## config.mk

```make
export PLATFORM = sky130hd
export DESIGN_NAME = cache_fill_fsm
export DESIGN_NICKNAME = d
export VERILOG_FILES = /design/src/rtl/cache_pkg.sv /design/src/rtl/fill_counter.sv /design/src/rtl/cache_fill_fsm.sv
export SDC_FILE = /design/constraint.sdc
export NUM_CORES = 1
export LEC_CHECK = 0
export BUFFER_PORTS_ARGS = -buffer_cell sky130_fd_sc_hd__buf_2
export CAP_MARGIN = 25
export CORE_ASPECT_RATIO = 0.8
export CORE_UTILIZATION = 30
export CTS_CLUSTER_DIAMETER = 120
export DETAILED_ROUTE_END_ITERATION = 8
export PLACE_DENSITY = 0.63
export SYNTH_ARGS = -nofsm -noshare
export SYNTH_HDL_FRONTEND = slang
export SYNTH_SLANG_ARGS = --single-unit
```

## constraint.sdc

```tcl
create_clock -name clk -period 1.5 [get_ports clk]
set_clock_uncertainty 0.2 [all_clocks]
set_input_delay 0.3 -clock clk [delete_from_list [all_inputs] [get_ports clk]]
set_output_delay 0.3 -clock clk [all_outputs]
set_load 0.05 [all_outputs]
```

## src/rtl/cache_pkg.sv

```systemverilog
// Shared definitions for the cache block fill controller: fill state encoding
// and default block geometry.
package cache_pkg;

    localparam int BLOCK_WORDS = 8;
    localparam int OFFSET_W    = $clog2(BLOCK_WORDS);

    typedef enum logic {
        IDLE = 1'b0,
        FILL = 1'b1
    } fill_state_t;

endpackage

```

## src/rtl/fill_counter.sv

```systemverilog
// Up-counter with synchronous clear and increment enable; clear wins over
// increment so a new fill always starts from zero.
module fill_counter #(
    parameter int W = 4
) (
    input  logic         clk,
    input  logic         rst_n,
    input  logic         i_clr,
    input  logic         i_inc,
    output logic [W-1:0] o_cnt
);

    logic [W-1:0] r_cnt;

    always_ff @(posedge clk or negedge rst_n) begin
        if (!rst_n) begin
            r_cnt <= '0;
        end else if (i_clr) begin
            r_cnt <= '0;
        end else if (i_inc) begin
            r_cnt <= r_cnt + W'(1);
        end
    end

    assign o_cnt = r_cnt;

endmodule

```

## src/rtl/cache_fill_fsm.sv

```systemverilog
// Cache block fill controller: issues one read per block word, writes returning
// words into the data array in order and writes the tag with the last word.
//
//   state | meaning
//   IDLE  | no fill in progress; a miss is accepted and its block base latched
//   FILL  | requests issued until all words asked for; ends on the last return
module cache_fill_fsm #(
    parameter int BLOCK_WORDS = cache_pkg::BLOCK_WORDS,
    parameter int ADDR_W      = 16
) (
    input  logic                           clk,
    input  logic                           rst_n,
    input  logic                           miss_detected,
    input  logic [ADDR_W-1:0]              miss_address,
    output logic                           fsm_busy,
    output logic                           mem_read_en,
    output logic [ADDR_W-1:0]              memory_address,
    input  logic                           memory_data_valid,
    input  logic [15:0]                    memory_data,
    output logic                           write_data_array,
    output logic [$clog2(BLOCK_WORDS)-1:0] word_offset,
    output logic [15:0]                    fill_data,
    output logic                           write_tag_array
);

    import cache_pkg::*;

    localparam int OFF_W  = $clog2(BLOCK_WORDS);
    localparam int CNT_W  = OFF_W + 1;
    localparam int BYTE_W = OFF_W + 1;
    localparam logic [CNT_W-1:0]  CNT_FULL  = CNT_W'(BLOCK_WORDS);
    localparam logic [CNT_W-1:0]  CNT_LAST  = CNT_W'(BLOCK_WORDS - 1);
    localparam logic [ADDR_W-1:0] BASE_MASK = {{(ADDR_W-BYTE_W){1'b1}}, {BYTE_W{1'b0}}};

    fill_state_t       r_state;
    logic [ADDR_W-1:0] r_base;

    logic [CNT_W-1:0]  w_issue_cnt;
    logic [CNT_W-1:0]  w_recv_cnt;
    logic [CNT_W-1:0]  w_issue_idx;
    logic              w_accept;
    logic              w_issuing;
    logic              w_receiving;
    logic              w_last_word;

    assign w_accept    = (r_state == IDLE) && miss_detected;
    assign w_issuing   = (r_state == FILL) && (w_issue_cnt < CNT_FULL);
    assign w_receiving = (r_state == FILL) && memory_data_valid;
    assign w_last_word = w_receiving && (w_recv_cnt == CNT_LAST);

    // Clamp so the address bus keeps showing the final request once issuing stops.
    assign w_issue_idx = (w_issue_cnt < CNT_FULL) ? w_issue_cnt : CNT_LAST;

    fill_counter #(.W(CNT_W)) u_issue_cnt (
        .clk   (clk),
        .rst_n (rst_n),
        .i_clr (w_accept),
        .i_inc (w_issuing),
        .o_cnt (w_issue_cnt)
    );

    fill_counter #(.W(CNT_W)) u_recv_cnt (
        .clk   (clk),
        .rst_n (rst_n),
        .i_clr (w_accept),
        .i_inc (w_receiving),
        .o_cnt (w_recv_cnt)
    );

    always_ff @(posedge clk or negedge rst_n) begin
        if (!rst_n) begin
            r_state <= IDLE;
            r_base  <= '0;
        end else begin
            case (r_state)
                IDLE: begin
                    if (miss_detected) begin
                        r_base  <= miss_address & BASE_MASK;
                        r_state <= FILL;
                    end
                end
                FILL: begin
                    if (w_last_word) begin
                        r_state <= IDLE;
                    end
                end
                default: r_state <= IDLE;
            endcase
        end
    end

    // Busy covers the accept cycle combinationally so the pipeline never sees a gap.
    assign fsm_busy         = (r_state == FILL) || w_accept;
    assign mem_read_en      = w_issuing;
    assign memory_address   = r_base + ADDR_W'({w_issue_idx, 1'b0});
    assign write_data_array = w_receiving;
    assign word_offset      = w_recv_cnt[OFF_W-1:0];
    assign fill_data        = memory_data;
    assign write_tag_array  = w_last_word;

endmodule

```

# Word level (Yosys, flattened, before mapping)

Cells that the tools add are included.

Eq/ne operators: 1
Div/mod/pow operators: 0
Order comparisons: 1
$add $sub $neg: 3
Reductions and logical operators: 8
Multipliers: 0
Shift-type cells: 0
Bitwise gates (word level): 1
Multiplexer cells: 8

Operators with widths:

| kind                  | number |
|---|---|
| $mux W4               | 5 |
| $add A16 B5 Y16       | 1 |
| $add A4 B1 Y4 const B | 2 |
| $eq A4 B3 Y1 const B  | 1 |
| $logic_and A1 B1 Y1   | 4 |
| $lt A4 B4 Y1 const B  | 1 |
| $reduce_bool A2 Y1    | 2 |
| $mux W1               | 2 |
| $pmux W1 S2           | 1 |
| $reduce_and A2 Y1     | 1 |
| $logic_or A1 B1 Y1    | 1 |
| $not A1 Y1            | 1 |

ROM bits: 0
Logic and storage cells: 26
RAM bits: 0
Memories: 0
Bits of input ports: 36
Output and inout bits: 39
Latch bits: 0
Flip-flop bits (word level): 21

# Longest topological paths before layout

Gate-level depths: netlist (run 1).

Word-level depth: 4
Mapped depth: 4
Gate-level depth less buffers: 4

# Hierarchy

A second synthesis (run 1) with hierarchy kept.

Cell total of the unflattened synthesis: 87
Area total of the unflattened synthesis: 1,103.6 sq um

Modules (own cells, without submodules):

| module         | seq. area each (sq um) | times used | area an instance (sq um) | cells an instance |
|---|---|---|---|---|
| cache_fill_fsm | 325.3                  | 1          | 718.2                    | 55 |
| fill_counter   | 100.1                  | 2          | 192.7                    | 16 |

# Worst setup path after synthesis (run 1)

OpenSTA, ideal clock, no wires.

Kind: reg2out
Start point: reg r_state
End point: out write_tag_array
Arrival time: 1.250 ns
Data required time: 1.000 ns
Setup slack: -0.250 ns
Path buffers: 1
Stages on the path, launching flop included: 4
Path through: dfrtp_1 and2_1 buf_6 and4b_1

Cells in the longest elaborated chain, start to end: 2

RTL lines:

| element                | RTL line             | text |
|---|---|---|
| from (decl)            | cache_fill_fsm.sv:35 | `fill_state_t r_state;` |
| from (signal assigned) | cache_fill_fsm.sv:72 | `r_state <= IDLE;` |
| from (signal assigned) | cache_fill_fsm.sv:79 | `r_state <= FILL;` |
| from (signal assigned) | cache_fill_fsm.sv:84 | `r_state <= IDLE;` |
| $logic_and A1 B1 Y1    | cache_fill_fsm.sv:48 | `assign w_receiving = (r_state == FILL) && memory_data_valid;` |
| net write_data_array   | cache_fill_fsm.sv:20 | `output logic write_data_array,` |
| $logic_and A1 B1 Y1    | cache_fill_fsm.sv:49 | `assign w_last_word = w_receiving && (w_recv_cnt == CNT_LAST);` |
| to (decl)              | cache_fill_fsm.sv:23 | `output logic write_tag_array` |

The timed path passes the listed nets, and every way through them passes these cells.

# Worst setup path in the final report (run 1)

Start point: reg r_state
End point: out write_tag_array

Cells in the longest elaborated chain, start to end: 2

RTL lines:

| element             | RTL line |
|---|---|
| $logic_and A1 B1 Y1 | cache_fill_fsm.sv:48 |
| $logic_and A1 B1 Y1 | cache_fill_fsm.sv:49 |

No other way between the ends.

==> run metrics, run 1 <==
Die Height 55.3 um; CTS Root Cell clkbuf_8; WP data arrival 1.20 ns; initial antenna violation count 0; CTS tree built; warnings from Yosys 0; Critical Path, Cell by Cell and2_4 > and4b_4 > buf_8; Post-synth top cells 39 x nand2_1, 21 x buf_4, 21 x dfrtp_1; WP data required 1.00 ns; synth-to-layout area growth 30.8%; Post-synth EDFFs 0; # IOs 75; final hold violation count 0; final worst setup slack -0.204 ns; drt via density around 4.4; share of cells above drive strength 1 45.5%; largest net degree at the start of global routing 22; Yosys cell types 27; H-tree depth 1; Antenna Nets Post-Route 0; type of the tightest min-delay check in2reg; count leader, synth nand2_1; leak pwr 0.000740 uW; gp weighted congestion 0.685; CP max-delay cell dfrtp_1; Power Dens Cells 2480 nW/um^2; Mapped Nets approximately 150; Nets 184; Post-synth top flop dfrtp_1; CTS max path bufs 2; flops & latches, synth 21; final wirelength 2.19 mm; sequential power share between 20% and 30%; Slew Viols, Final 0; total of max-cap violations 0; Psw between 1500 and 2000 uW; Inserted Clock Buffers 3; Cell Area, Synth around 1100 um^2; Pre-Repair DR Iteration Count 4; Setup TNS Final -0.905 ns; Fmax 587 MHz; placed insts 176; Synth area leaders dfrtp_1 49%, buf_4 15%, nand2_1 14%; Final period util 114%; kind of critical path reg2out; CP Buf/Inv Count 1; status finished, violations left; Port Buffers 37; Synth area leader dfrtp_1; Hold Crit Depth 3; vias in the first global route 800; first-pass GRT wire length around 3.6 mm; sw frac around half; Worst path depth 3; RSZ-0062 raised after global routing true; area share of the largest cell type after synthesis approximately half; Initial Util 33.0%; grt ovf 0; Clock Latency Late Sink approximately 0.26 ns; Fill cells about 330; Crit path largest cell delay 0.40 ns; CTS sink cnt 21; type of origin of the critical path flip-flop; via count 806; DRC violation count after routing 0; Site Rows 18; P_int 1780 uW; diode count 0; Top delay family on crit path flip-flops; DR iter-0 viols 24; critical-path maximum fanout 4; post-DR wirelength/cell 11.8 um; post-synthesis sequential area ratio 49.4%; Final Non-Filler Cells 185; # setup viols final 8; hpwl dp around 1.5 mm; Total GRT Usage 12.6%; Clock Power Share 10.5%; FFs w/ async S/R, synth between 90% and 100%; R2R cell count 4; Worst-path clk slew 0.08 ns; failing checks setup timing; combinational power share slightly above 60%; Core Area between 3000 and 4000 um^2; post-synthesis instance total 114; VDD IR-drop max 976 uV; DIE AREA between 3000 and 4000 um^2; CP Capture Type primary output; Die W 68.6 um; Period minus WS final 1.70 ns; syn_area_per_cell 9.33 um^2
-- repair_timing --
item	4_1_cts	5_1_grt
hold buffers	1	0
endpoints found under the setup margin	10	12
pin swaps	2	2
endpoints found under the hold margin	21	0
buffers inserted	2	2
resized for setup	29	8
-- cell usage in the layout (no fill, tap or decap), types with 2 or more instances in the layout --
cell type	n
buf_2	27
buf_4	11
buf_6	3
buf_8	8
clkbuf_8	3
dfrtp_1	20
nand2_1	39
nand3_1	2
nor2_1	3
o21ai_0	2
or2_4	4
-- logic make-up (layout without fill, tap and decap cells) --
| group | count (synthesis) | in the layout | share of synthesized area, % |
|---|---|---|---|
| simple gates | 57 | 57 | 24.7 |
| buf+inv | 24 | 55 | 16.7 |
| flops | 21 | 21 | 49.4 |
| compound gates | 5 | 5 | 2.82 |
| fa+ha+maj | 2 | 2 | 2.35 |
| xor+xnor | 2 | 2 | 1.65 |
| mux | 2 | 2 | 2.00 |
| other cells | 1 | 1 | 0.353 |
-- routing by layer --
layer  up-vias  wire length, um  global-route usage (%)  share of wire, %
met5         -                0                       0                 0
met1       372              925                    14.0                42
li1        401                -                       -                 -
met2        27             1110                    22.3                51
met3         6              133                    4.55               6.1
met4         0               21                    2.68              0.96
-- path summary, 6_finish.rpt --
check                                     from              endpoint  slack, ns
max                                    r_state       write_tag_array      -0.20
min                           miss_address[12]            r_base[12]       0.03
max reg2reg                            r_state  u_issue_cnt.o_cnt[0]          0
min reg2reg                u_recv_cnt.o_cnt[3]   u_recv_cnt.o_cnt[3]       0.27
max in group asynchronous                rst_n  u_issue_cnt.o_cnt[3]       0.40
min in group asynchronous                rst_n   u_recv_cnt.o_cnt[2]       0.35
-- tightest hold or removal path: stages --
cell     delay (ns)
buf_2          0.07
nand2_1        0.04
nand2_1        0.04
-- registers in the layout (all words and copies together) (netlist names) --
| name | count |
|---|---|
| r_base | 12 |
| r_state | 1 |
| u_issue_cnt.o_cnt | 4 |
| u_recv_cnt.o_cnt | 4 |
-- stage by stage --
stage | hold slack, ns | setup WS (ns) | area [um^2] | total power [uW] | utilization, %
after CTS | 0.0162 | -0.218 | 1350 | 3390 | 41.9
after global placement | 0.0832 | 0.00276 | 1190 | 2720 | 36.9
after floorplan | -0.196 | -0.0834 | 1070 | 2490 | -
final | 0.0271 | -0.204 | 1390 | 3450 | 43.2
after detailed placement | 0.0990 | -0.0162 | 1190 | 2770 | 36.9
after global routing | 0.0258 | -0.263 | 1390 | 3690 | 43.2
-- power by group through the flow --
| stage | logic [uW] | registers [uW] | clock network, uW |
|---|---|---|---|
| 2_1_floorplan | 960 | 1530 | 0 |
| 3_3_place_gp | 1740 | 984 | 0 |
| 3_5_place_dp | 1760 | 1000 | 0 |
| 4_1_cts | 1990 | 1010 | 387 |
| 5_1_grt | 2240 | 1040 | 412 |
| 6_report | 2090 | 996 | 364 |
-- area by class of cell --
cell class              count  area (um^2)  share of cell area, %
well taps                  40         50.0                   3.60
flip-flops and latches     21          527                   37.9
clock buffers               3         41.3                   2.97
multi-input cells          69          383                   27.5
inverters                   1         3.75                  0.270
repair buffers             50          382                   27.4
clock inverters             1         5.00                  0.360
Note: power is estimated with default switching activity, not from simulation.
==> run 2, diff against run 1 <==
- REMOVE_ABC_BUFFERS: default -> 1
==> run 2 against run 1 <==
Net effect:
- total power shrank 3.0%
- clock power grew 1%
- largest power group unchanged
- die area is the same
- the run still ends with setup timing left
- utilization shrank 1.6 points
- design area shrank 3.7%
- via count grew 0.99%
- largest cell class unchanged
- hold slack gained 0.0013 ns
- cell count shrank 1.6%
- combinational power shrank 5%
- setup slack lost 0.0096 ns
- critical path depth is the same
==> run metrics, run 2 (same netlist as run 1, synthesis figures left out) <==
status finished, violations left; failing checks setup timing; via count ~800; Clock Latency Late Sink 0.26 ns; Power Dens Cells 2500 nW/um^2; CTS sink cnt 21; DRC violation count after routing 0; sw frac 49.6%; drt via density 4.47; sequential power share 29.8%; Pre-Repair DR Iteration Count 4; Worst-path clk slew 0.08 ns; CTS tree built; Initial Util 33.0%; largest net degree at the start of global routing 22; Hold Crit Depth 3; CTS max path bufs 2; Fill cells 323; Nets 181; reg2reg setup slack around 0.080 ns; grt ovf 0; max FFs per register 12; # IOs 75; area of the multi-input gates 373 um^2; total of max-cap violations 0; RSZ-0062 raised after global routing true; hold_ws 0.0284 ns; DIE AREA ~3800 um^2; vias in the first global route 745; Inserted Clock Buffers 3; Die Height 55.3 um; first-pass GRT wire length 3.62 mm; CTS Root Cell clkbuf_8; Period minus WS final 1.71 ns; hpwl dp approximately 1.8 mm; gp weighted congestion 0.689; # setup viols final 7; Reg area 527 um^2; HP Start miss_address[9]; most common cell after layout, fill and taps aside nand2_1; DR iter-0 viols 48; final instance area 1340 um^2; WP data arrival 1.21 ns; final hold violation count 0; WP data required 1.00 ns; final worst setup slack -0.214 ns; placed insts ~180; worst r2r src r_state; type of the tightest min-delay check in2reg; Final Non-Filler Cells approximately 180; Largest Register r_base; Core Area roughly 3200 um^2; H-tree depth 1; type of origin of the critical path flip-flop; R2R Path End u_issue_cnt.o_cnt[0]; Slew Viols, Final 0; Psw 1660 uW; placed instance area about 1200 um^2; share of cells above drive strength 1 42.3%; Antenna Nets Post-Route 0; combinational power share between 50% and 60%; Final period util 114%; critical-path maximum fanout 2; synth-to-layout area growth 26.0%; Port Buffers 37; leak pwr around 0.00072 uW; VDD IR-drop max 842 uV; Total GRT Usage 13.1%; Post CTS Setup Buffer Count 0; CP Capture Type primary output; diode count 0; post-layout power 3350 uW; R2R cell count 4; Die W 68.6 um; most frequent cells in the layout 39 x nand2_1, 27 x buf_2, 20 x dfrtp_1; post-DR wirelength/cell 13.1 um; Fmax 583 MHz; fin util 41.6%; Site Rows 18; initial antenna violation count 0; P_int 1690 uW; kind of critical path reg2out; Clock Power Share ~11%; final wirelength 2.39 mm; Hold Path End r_base[9]
run 2: area by class of cell:
class	count	area share (%)
timing repair buffer	47	25.4
inverter	1	0.280
clock buffer	3	3.08
multi-input combinational	69	27.8
tap	40	3.73
clock inverter	1	0.373
sequential	21	39.3
run 2: worst max-delay path, cell delays in order, from the launching register on:
cell and delay [ns]:
dfrtp_1 0.39, ha_2 0.19, and4b_1 0.22, buf_6 0.16
run 2: worst max path at each step:
stage	start	endpoint	slack (ns)
4_1_cts	r_state	write_tag_array	-0.22
3_5_place_dp	u_recv_cnt.o_cnt[0]	write_tag_array	-0.004
6_report	u_recv_cnt.o_cnt[0]	write_tag_array	-0.21
5_1_grt	r_state	write_tag_array	-0.25
3_3_place_gp	u_recv_cnt.o_cnt[0]	write_tag_array	0.02
2_1_floorplan	r_state	write_tag_array	-0.57
run 2: routing by layer:
metal / up-vias / GRT usage, % / wire [um]
met2: 39 / 18.3 / 1130
met5: - / 4.69 / 0
met3: 2 / 7.02 / 222
met4: 0 / 6.25 / 22
li1: 390 / - / -
met1: 383 / 15.7 / 1020
run 2: through the flow:
step                setup TNS (ns)  setup slack [ns]
global placement                 0            0.0194
finish                      -0.969            -0.214
global route                 -1.25            -0.251
detailed placement        -0.00443          -0.00443
floorplan                    -1.29            -0.573
CTS                          -1.02            -0.218
run 2: power groups by stage:
stage	Combinational, uW	Clock (uW)	Sequential (uW)
6_report	1990	368	999
4_1_cts	1970	385	998
3_5_place_dp	1800	0	997
5_1_grt	2100	407	1030
3_3_place_gp	1760	0	981
2_1_floorplan	615	0	1670
run 2: timing repair:
action / CTS / global route
hold buffers: 1 / 0
hold endpoints to repair: 21 / 0
endpoints found under the setup margin: 10 / 10
pin swaps: 2 / 2
resized for setup: 26 / 4
